--- src/rtl/proj_pkg.sv ---
// rtl/proj_pkg.sv - shared FM/MinHash constants and types
package proj_pkg;

  localparam int FM_DATA_BITS              = 2;
  localparam int FM_EXTENDER_FRAG_LEN_BITS = 8;
  localparam int FM_RAMS_COUNT             = 2;
  localparam int FM_ENTRIES_COUNT          = 2;
  localparam int FM_OFFSET_COUNT           = 4;
  localparam int SIGNED_INDICE_LEN         = 8;

  localparam int          MH_HASH_BITS = 32;
  localparam logic [31:0] MH_HASH_MULT = 32'h9E3779B1;

  typedef enum logic [2:0] {IDLE, SWAP, SCAN, DRAIN, REPORT} mh_state_t;
  typedef logic [MH_HASH_BITS-1:0] mh_hash_t;

endpackage

--- src/rtl/proj_mh_hash_unit.sv ---
// rtl/proj_mh_hash_unit.sv - two-stage registered multiply/xor-fold fragment hash
module proj_mh_hash_unit
  import proj_pkg::*;
#(
  parameter int                   FRAG_LEN  = FM_EXTENDER_FRAG_LEN_BITS,
  parameter int                   POS_BITS  = SIGNED_INDICE_LEN,
  parameter int                   HASH_BITS = MH_HASH_BITS,
  parameter logic [HASH_BITS-1:0] HASH_MULT = MH_HASH_MULT
) (
  input  logic                 clk,
  input  logic                 rst_n,
  input  logic                 in_valid,
  input  logic [FRAG_LEN-1:0]  in_data,
  input  logic [POS_BITS-1:0]  in_pos,
  output logic                 out_valid,
  output logic [HASH_BITS-1:0] out_hash,
  output logic [POS_BITS-1:0]  out_pos
);

  logic                 s1_valid;
  logic [FRAG_LEN-1:0]  s1_data;
  logic [POS_BITS-1:0]  s1_pos;
  logic [HASH_BITS-1:0] prod;
  logic [HASH_BITS-1:0] fold;

  // Product is truncated to HASH_BITS; the fold mixes high bits back into the low half.
  always_comb begin
    prod = HASH_BITS'(s1_data) * HASH_MULT;
    fold = prod ^ (prod >> (HASH_BITS / 2));
  end

  always_ff @(posedge clk or negedge rst_n) begin
    if (!rst_n) begin
      s1_valid  <= 1'b0;
      s1_data   <= '0;
      s1_pos    <= '0;
      out_valid <= 1'b0;
      out_hash  <= '0;
      out_pos   <= '0;
    end else begin
      s1_valid  <= in_valid;
      s1_data   <= in_data;
      s1_pos    <= in_pos;
      out_valid <= s1_valid;
      out_hash  <= fold;
      out_pos   <= s1_pos;
    end
  end

endmodule

--- src/rtl/proj_fm_minhash.sv ---
// rtl/proj_fm_minhash.sv - FM buffer sweep producing a MinHash element; PROJ_MH_PAD_EN adds left-padded windows
module proj_fm_minhash
  import proj_pkg::*;
#(
  parameter int                   DATA_BITS         = FM_DATA_BITS,
  parameter int                   FRAG_LEN          = FM_EXTENDER_FRAG_LEN_BITS,
  parameter int                   BUF_SYMS          = FM_RAMS_COUNT * FM_ENTRIES_COUNT * FM_OFFSET_COUNT,
  parameter int                   SIGNED_INDICE_LEN = proj_pkg::SIGNED_INDICE_LEN,
  parameter int                   HASH_BITS         = MH_HASH_BITS,
  parameter logic [HASH_BITS-1:0] HASH_MULT         = MH_HASH_MULT
) (
  input  logic                         clk,
  input  logic                         rst_n,
  input  logic                         enable,
  input  logic                         fm_wait,
  input  logic [FRAG_LEN-1:0]          fm_rdata,
  output logic                         chg_idx,
  output logic [SIGNED_INDICE_LEN-1:0] frag_idx,
  output logic                         mh_valid,
  input  logic                         mh_ready,
  output logic [HASH_BITS-1:0]         mh_hash,
  output logic [SIGNED_INDICE_LEN-1:0] mh_pos,
  output logic                         busy
);

  localparam int FRAG_SYMS = FRAG_LEN / DATA_BITS;
`ifdef PROJ_MH_PAD_EN
  localparam int START = -(FRAG_SYMS - 1);
`else
  localparam int START = 0;
`endif
  localparam int END_POS = BUF_SYMS - FRAG_SYMS;
  localparam logic [SIGNED_INDICE_LEN-1:0] START_IDX = SIGNED_INDICE_LEN'(START);
  localparam logic [SIGNED_INDICE_LEN-1:0] END_IDX   = SIGNED_INDICE_LEN'(END_POS);

  mh_state_t                    state, state_nxt;
  logic                         drain_cnt;
  logic [HASH_BITS-1:0]         min_hash;
  logic [SIGNED_INDICE_LEN-1:0] min_pos;
  logic                         h_valid;
  logic [HASH_BITS-1:0]         h_hash;
  logic [SIGNED_INDICE_LEN-1:0] h_pos;

  proj_mh_hash_unit #(
    .FRAG_LEN  (FRAG_LEN),
    .POS_BITS  (SIGNED_INDICE_LEN),
    .HASH_BITS (HASH_BITS),
    .HASH_MULT (HASH_MULT)
  ) u_hash (
    .clk       (clk),
    .rst_n     (rst_n),
    .in_valid  (state == SCAN),
    .in_data   (fm_rdata),
    .in_pos    (frag_idx),
    .out_valid (h_valid),
    .out_hash  (h_hash),
    .out_pos   (h_pos)
  );

  always_ff @(posedge clk or negedge rst_n) begin
    if (!rst_n) state <= IDLE;
    else        state <= state_nxt;
  end

  always_comb begin
    state_nxt = state;
    case (state)
      IDLE:    if (enable && fm_wait) state_nxt = SWAP;
      SWAP:    state_nxt = SCAN;
      SCAN:    if (frag_idx == END_IDX) state_nxt = DRAIN;
      DRAIN:   if (drain_cnt) state_nxt = REPORT;
      REPORT:  if (mh_ready) state_nxt = IDLE;
      default: state_nxt = IDLE;
    endcase
  end

  always_comb begin
    chg_idx  = 1'b0;
    mh_valid = 1'b0;
    busy     = 1'b1;
    case (state)
      IDLE:    busy = 1'b0;
      SWAP:    chg_idx = 1'b1;
      REPORT:  mh_valid = 1'b1;
      default: ;
    endcase
  end

  // Strict less-than in S3 keeps the earliest position on equal hashes.
  always_ff @(posedge clk or negedge rst_n) begin
    if (!rst_n) begin
      frag_idx  <= '0;
      drain_cnt <= 1'b0;
      min_hash  <= '1;
      min_pos   <= '0;
    end else begin
      drain_cnt <= (state == DRAIN) ? ~drain_cnt : 1'b0;
      if (h_valid && (h_hash < min_hash)) begin
        min_hash <= h_hash;
        min_pos  <= h_pos;
      end
      case (state)
        SWAP: begin
          frag_idx <= START_IDX;
          min_hash <= '1;
          min_pos  <= START_IDX;
        end
        SCAN:    if (frag_idx != END_IDX) frag_idx <= frag_idx + SIGNED_INDICE_LEN'(1);
        default: ;
      endcase
    end
  end

  assign mh_hash = min_hash;
  assign mh_pos  = min_pos;

endmodule

--- config.mk ---
export PLATFORM = sky130hd
export DESIGN_NAME = proj_fm_minhash
export DESIGN_NICKNAME = d
export VERILOG_FILES = /design/src/rtl/proj_pkg.sv /design/src/rtl/proj_mh_hash_unit.sv /design/src/rtl/proj_fm_minhash.sv
export SDC_FILE = /design/constraint.sdc
export NUM_CORES = 1
export LEC_CHECK = 0
export ABC_AREA = 1
export CAP_MARGIN = 20
export CORE_MARGIN = 5
export CORE_UTILIZATION = 45
export CTS_CLUSTER_DIAMETER = 100
export CTS_CLUSTER_SIZE = 14
export DETAILED_ROUTE_END_ITERATION = 8
export SLEW_MARGIN = 20
export SYNTH_ARGS = -nofsm -noshare
export SYNTH_HDL_FRONTEND = slang
export SYNTH_SLANG_ARGS = --single-unit
--- constraint.sdc ---
create_clock -name clk -period 7.25 [get_ports clk]
set_input_delay 0.725 -clock clk [delete_from_list [all_inputs] [get_ports clk]]
set_output_delay 0.725 -clock clk [all_outputs]
set_load 0.02 [all_outputs]
Word-level counts from Yosys, hierarchy flattened:

Index checks and enable logic that the tools add are counted.

* bits in registers: 110
* input bits: 13
* output and inout port bits: 51

* $add $sub $neg: 1
* multiply operators: 1
* $lt $le $gt $ge: 1
* eq/ne operators: 11
* mux-type cells: 15
* bitwise logic cells: 2
* reduce and logical (&&, ||, !) cells: 7

Operators by type and width (number)
* $mux 32: 2
* $lt 32x32->1: 1
* $mul 8x32->32 const B: 1
* $xor 32x16->32: 1
* $mux 8: 3
* $pmux 8 s2: 1
* $pmux 3 s5: 1
* $mux 3: 4
* $ne 2x2->1 const B: 5
* $add 8x1->8 const B: 1
* $eq 8x4->1 const B: 1
* $ne 8x4->1 const B: 1
* $eq 3x2->1 const B: 2
* $mux 1: 4
* $reduce_and 4->1: 1
* $reduce_bool 2->1: 2
* $eq 3x1->1 const B: 1
* $eq 3x3->1 const B: 1
* $logic_not 3->1: 1
* $logic_and 1x1->1: 2
* $reduce_and 2->1: 1
* $not 1->1: 1

Longest topological paths before layout:

* depth in word-level cells: 4
* mapped depth: 21
* gate-level depth less buffers: 21

Cells and area by module:

Synthesis repeated with hierarchy kept, for this count alone.

* cell total of the unflattened synthesis: 1103
* area, all modules: 9014.9 um2

By module, submodules not included
* proj_mh_hash_unit: instances 1, cells each 683, area each 5637.9 um2, sequential area each 1451.4 um2
* proj_fm_minhash: instances 1, cells each 420, area each 3377.0 um2, sequential area each 1341.3 um2

Least setup slack after synthesis:

Ideal clock, no wire load.

* kind: register to register
* from: reg u_hash.s1_data[2]
* to: reg u_hash.out_hash[14]
* library setup time: 0.117 ns
* data arrival time: 3.906 ns
* required time: 7.133 ns
* slack: 3.227 ns
* cell stages (with the launch flop): 19
* path buffers: 0
* clock period less this slack: 4.023 ns
* cell sequence: dfrtp_1 > fa_1 > fa_1 > fa_1 > inv_1 > fa_1 > inv_1 > ha_1 > nand2_1 > nor2_1 > inv_1 > nor3_1 > nand2_1 > nand2_1 > nand2_1 > nand2_1 > nand2_1 > nand3_1 > nand2_1

* word-level cells in the longest chain between the ends: 2

Ends and longest elaborated chain
* start: declaration: line proj_mh_hash_unit.sv:21 `logic [FRAG_LEN-1:0] s1_data;`
* start signal: assignment: line proj_mh_hash_unit.sv:42 `s1_data <= in_data;`
* $mul 8x32->32: line proj_mh_hash_unit.sv:28 `prod = HASH_BITS'(s1_data) * HASH_MULT;`
* $xor 32x16->32: line proj_mh_hash_unit.sv:29 `fold = prod ^ (prod >> (HASH_BITS / 2));`
* net u_hash.fold[14]: line proj_mh_hash_unit.sv:24 `logic [HASH_BITS-1:0] fold;`
* end signal: assignment: line proj_mh_hash_unit.sv:45 `out_hash <= fold;`
* end: declaration: line proj_mh_hash_unit.sv:16 `output logic [HASH_BITS-1:0] out_hash,`

The timed path passes the listed nets, and every way through them passes these cells.
A chain may end at the register's enable or synchronous reset.

Worst setup path after layout:

* from: reg u_hash.s1_data[2]
* to: reg u_hash.out_hash[10]

Same word-level chain as after synthesis.

==> out/results.tsv <==
metric	value	unit
asr flop ratio synth	100	%
total number of H-tree levels	3	
maximum VDD drop	157	uV
Core Area	18700	um^2
number of synthesized flops with an enable pin	0	
PD cells	519	nW/um^2
CTS Hold Buffers Added	0	
nets	1224	
Layout fillers	1776	
M1 WL	10000	um
internal power	2480	uW
final core occ	52.2	%
syn_nets	1162	
post-synthesis cell type count	43	
final hold viol count	0	
metal3 WL	883	um
unrepaired setup endpoints after global routing	no	
Synth Cell Area	8580	um^2
total grt overflow	0	
DRT Wirelength	21900	um
crit path kind	flop to flop	
Worst Hold Class	flop to flop	
Clock power frac	10.1	%
# Max-Cap Violations	0	
worst path buffer plus inverter count	2	
initial antenna violation count	0	
leakage power	0.00516	uW
Crit path top cell by count	fa_1	
DRC viols	0	
worst-path fanout max	6	
met2 wire length	10500	um
port bufs	63	
sw power	2580	uW
maximum clock rate	219	MHz
die area	21900	um^2
Sw Ratio	50.9	%
Final TNS setup	0	ns
Slew Limit Fails	0	
Combinational Power Share	67.7	%
DR pass1 iterations	5	
clk_lat worst skew	0.36	ns
CTS max path bufs	2	
row count	50	
Tcrit/Tclk final	63.0	%
I/O pins	64	
Clock Skew	0.0143	ns
Sequential Power Share	22.2	%
global-route wire length before repair	35500	um
post-CTS setup buffers	0	
status	finished clean	
final antenna-violating net count	0	
top_reg_cell synth	dfrtp_1	
worst-margin pin slew	0.719	ns
Iteration-0 DRC Markers	383	
Synth warnings	0	
Die Y	148	um
vias per cell	5.01	
Synth-to-Final Area Change	13.8	%
CP Launch Type	flop	
# setup viols final	0	
CTS root buf	clkbuf_16	
CP Cell Sequence	fa_1 -> fa_1 -> fa_1 -> inv_1 -> fa_1 -> inv_1 -> ha_1 -> nand2_1 -> o21ai_0 -> nand2_1 -> and2_1 -> nand3_1 -> xor3_1	
vias in the first global route	6408	
CTS Buf Count	9	
pin count of the biggest net entering global routing	58	
CP arrival	4.79	ns
n_diodes	0	
CP max-delay cell	fa_1	
Syn Area/Cell	8.61	um^2
CTS resizes	0	
fin crit period	4.57	ns
Rel. slew slack	52.1	%
share of cells above drive strength 1	10.2	%
clock sinks	110	
post-synthesis cell count	996	
family with the most delay on the worst path	adder cells	
Initial Util	45.9	%
clock transition at the registers of the reported paths	0.09	ns
data required time at the worst endpoint	7.47	ns
DP HPWL	18200	um
chip width	148	um
largest stage delay on the critical path	0.70	ns
total power	5060	uW
top layer in use	met4	
Yosys reg bits	110	
Worst setup EP type	flop	
gpl congestion	1.01	
CTS tree	done	
total track usage	20.8	%
Routed wire per std cell	16.9	um
register area share after synthesis	32.6	%
vias after detailed routing	6503	
## routing by layer
metal	vias up	global-route usage, %
met5	-	0
met4	0	5.45
met3	21	2.96
met2	148	34.5
met1	3104	28.9
li1	3230	-
## power by group through the flow
stage          clock, uW  combinational [uW]  sequential (uW)
3_5_place_dp           0                3430             1140
4_1_cts              525                3450             1130
5_1_grt              544                3880             1160
3_3_place_gp           0                3400             1140
2_1_floorplan          0                2330             1200
6_report             510                3430             1120
## worst paths after layout
path | end | from | depth (start not counted) | slack, ns
min in group asynchronous | u_hash.out_hash[14]$_DFF_PN0_ | rst_n | 1 | 0.43
worst max-delay path | u_hash.out_hash[10]$_DFF_PN0_ | u_hash.s1_data[2]$_DFF_PN0_ | 13 | 2.68
max in group asynchronous | drain_cnt$_DFF_PN0_ | rst_n | 2 | 5.65
worst min-delay path | u_hash.out_pos[5]$_DFF_PN0_ | u_hash.s1_pos[5]$_DFF_PN0_ | 0 | 0.36
worst min register to register | u_hash.out_pos[5]$_DFF_PN0_ | u_hash.s1_pos[5]$_DFF_PN0_ | 0 | 0.36
worst max register to register | u_hash.out_hash[10]$_DFF_PN0_ | u_hash.s1_data[2]$_DFF_PN0_ | 13 | 2.68
## cell usage in the layout, fill, tap and decap left out, types with 3 or more instances in the layout
cell / instances
a21o_1: 4
a21oi_1: 44
and2_1: 3
buf_4: 4
clkbuf_16: 9
clkdlybuf4s50_1: 62
clkinv_8: 3
dfrtp_1: 78
dfstp_2: 32
fa_1: 60
ha_1: 93
inv_1: 193
nand2_1: 224
nand2_2: 7
nand3_1: 75
nand4_1: 14
nor2_1: 35
nor3_1: 10
o21a_1: 3
o21ai_0: 20
or2_2: 33
xnor2_1: 6
xor2_1: 16
## flip-flops by register name, indices dropped and copies added, names as in the netlist
register and flops:
mh_pos 8, u_hash.out_pos 8, u_hash.s1_data 8, u_hash.s1_pos 8, mh_hash 32, drain_cnt 1, state 3, u_hash.out_hash 32
u_hash.s1_valid 1, u_hash.out_valid 1, frag_idx 8
## cell families (layout without fill, tap and decap cells)
family,count (synthesis),after routing,synth area share (%)
flops,110,110,32.6
compound gates,79,79,5.00
fa+ha+maj,153,153,27.6
buf+inv,212,279,9.73
xor+xnor,25,25,2.90
simple gates,417,417,22.2
## synthesized netlist by cell type, drive strengths merged, types with 3 or more instances
library cell / instances / area [um^2]
xnor2: 6 / 52.6
nor2: 38 / 155
xor2: 18 / 173
nor3: 13 / 86.3
o21a: 3 / 22.5
clkbuf: 7 / 26.3
o21ai: 23 / 123
dfrtp: 78 / 1950
fa: 60 / 1200
nand4: 14 / 87.6
nand3: 75 / 375
dfstp: 32 / 841
a21o: 4 / 30.0
or2: 34 / 213
nand2: 233 / 907
ha: 93 / 1160
inv: 196 / 736
and2: 4 / 25.0
a21oi: 44 / 220
buf: 9 / 72.6
## metrics by stage
stage / cell area (um^2) / hold slack, ns / instances / setup slack (ns)
after global placement: 9420 / 0.333 / 1280 / 2.66
after floorplan: 8580 / 0.331 / 996 / 3.23
after global routing: 9760 / 0.364 / 1297 / 2.41
after CTS: 9760 / 0.354 / 1297 / 2.68
final: 9760 / 0.358 / 1297 / 2.68
after detailed placement: 9450 / 0.335 / 1281 / 2.69
## final cells by class
type                    count  area, um^2  share of cell area (%)
multi-input cells         674        4950                    50.7
flip-flops and latches    110        2790                    28.6
inverters                 196         736                    7.54
repair buffers             67         678                    6.95
well taps                 234         293                    3.00
clock buffers               9         225                    2.31
clock inverters             7        85.1                   0.872
## worst register-to-register path, delay by kind of cell, from the launching register on
kind            cells  cell delay, ns
simple gates        4            0.53
xor+xnor            1            0.27
flops               1            0.49
fa+ha+maj           5            2.71
buf+inv             2            0.09
compound gates      1            0.33
Power figures use the tool's default switching activity.
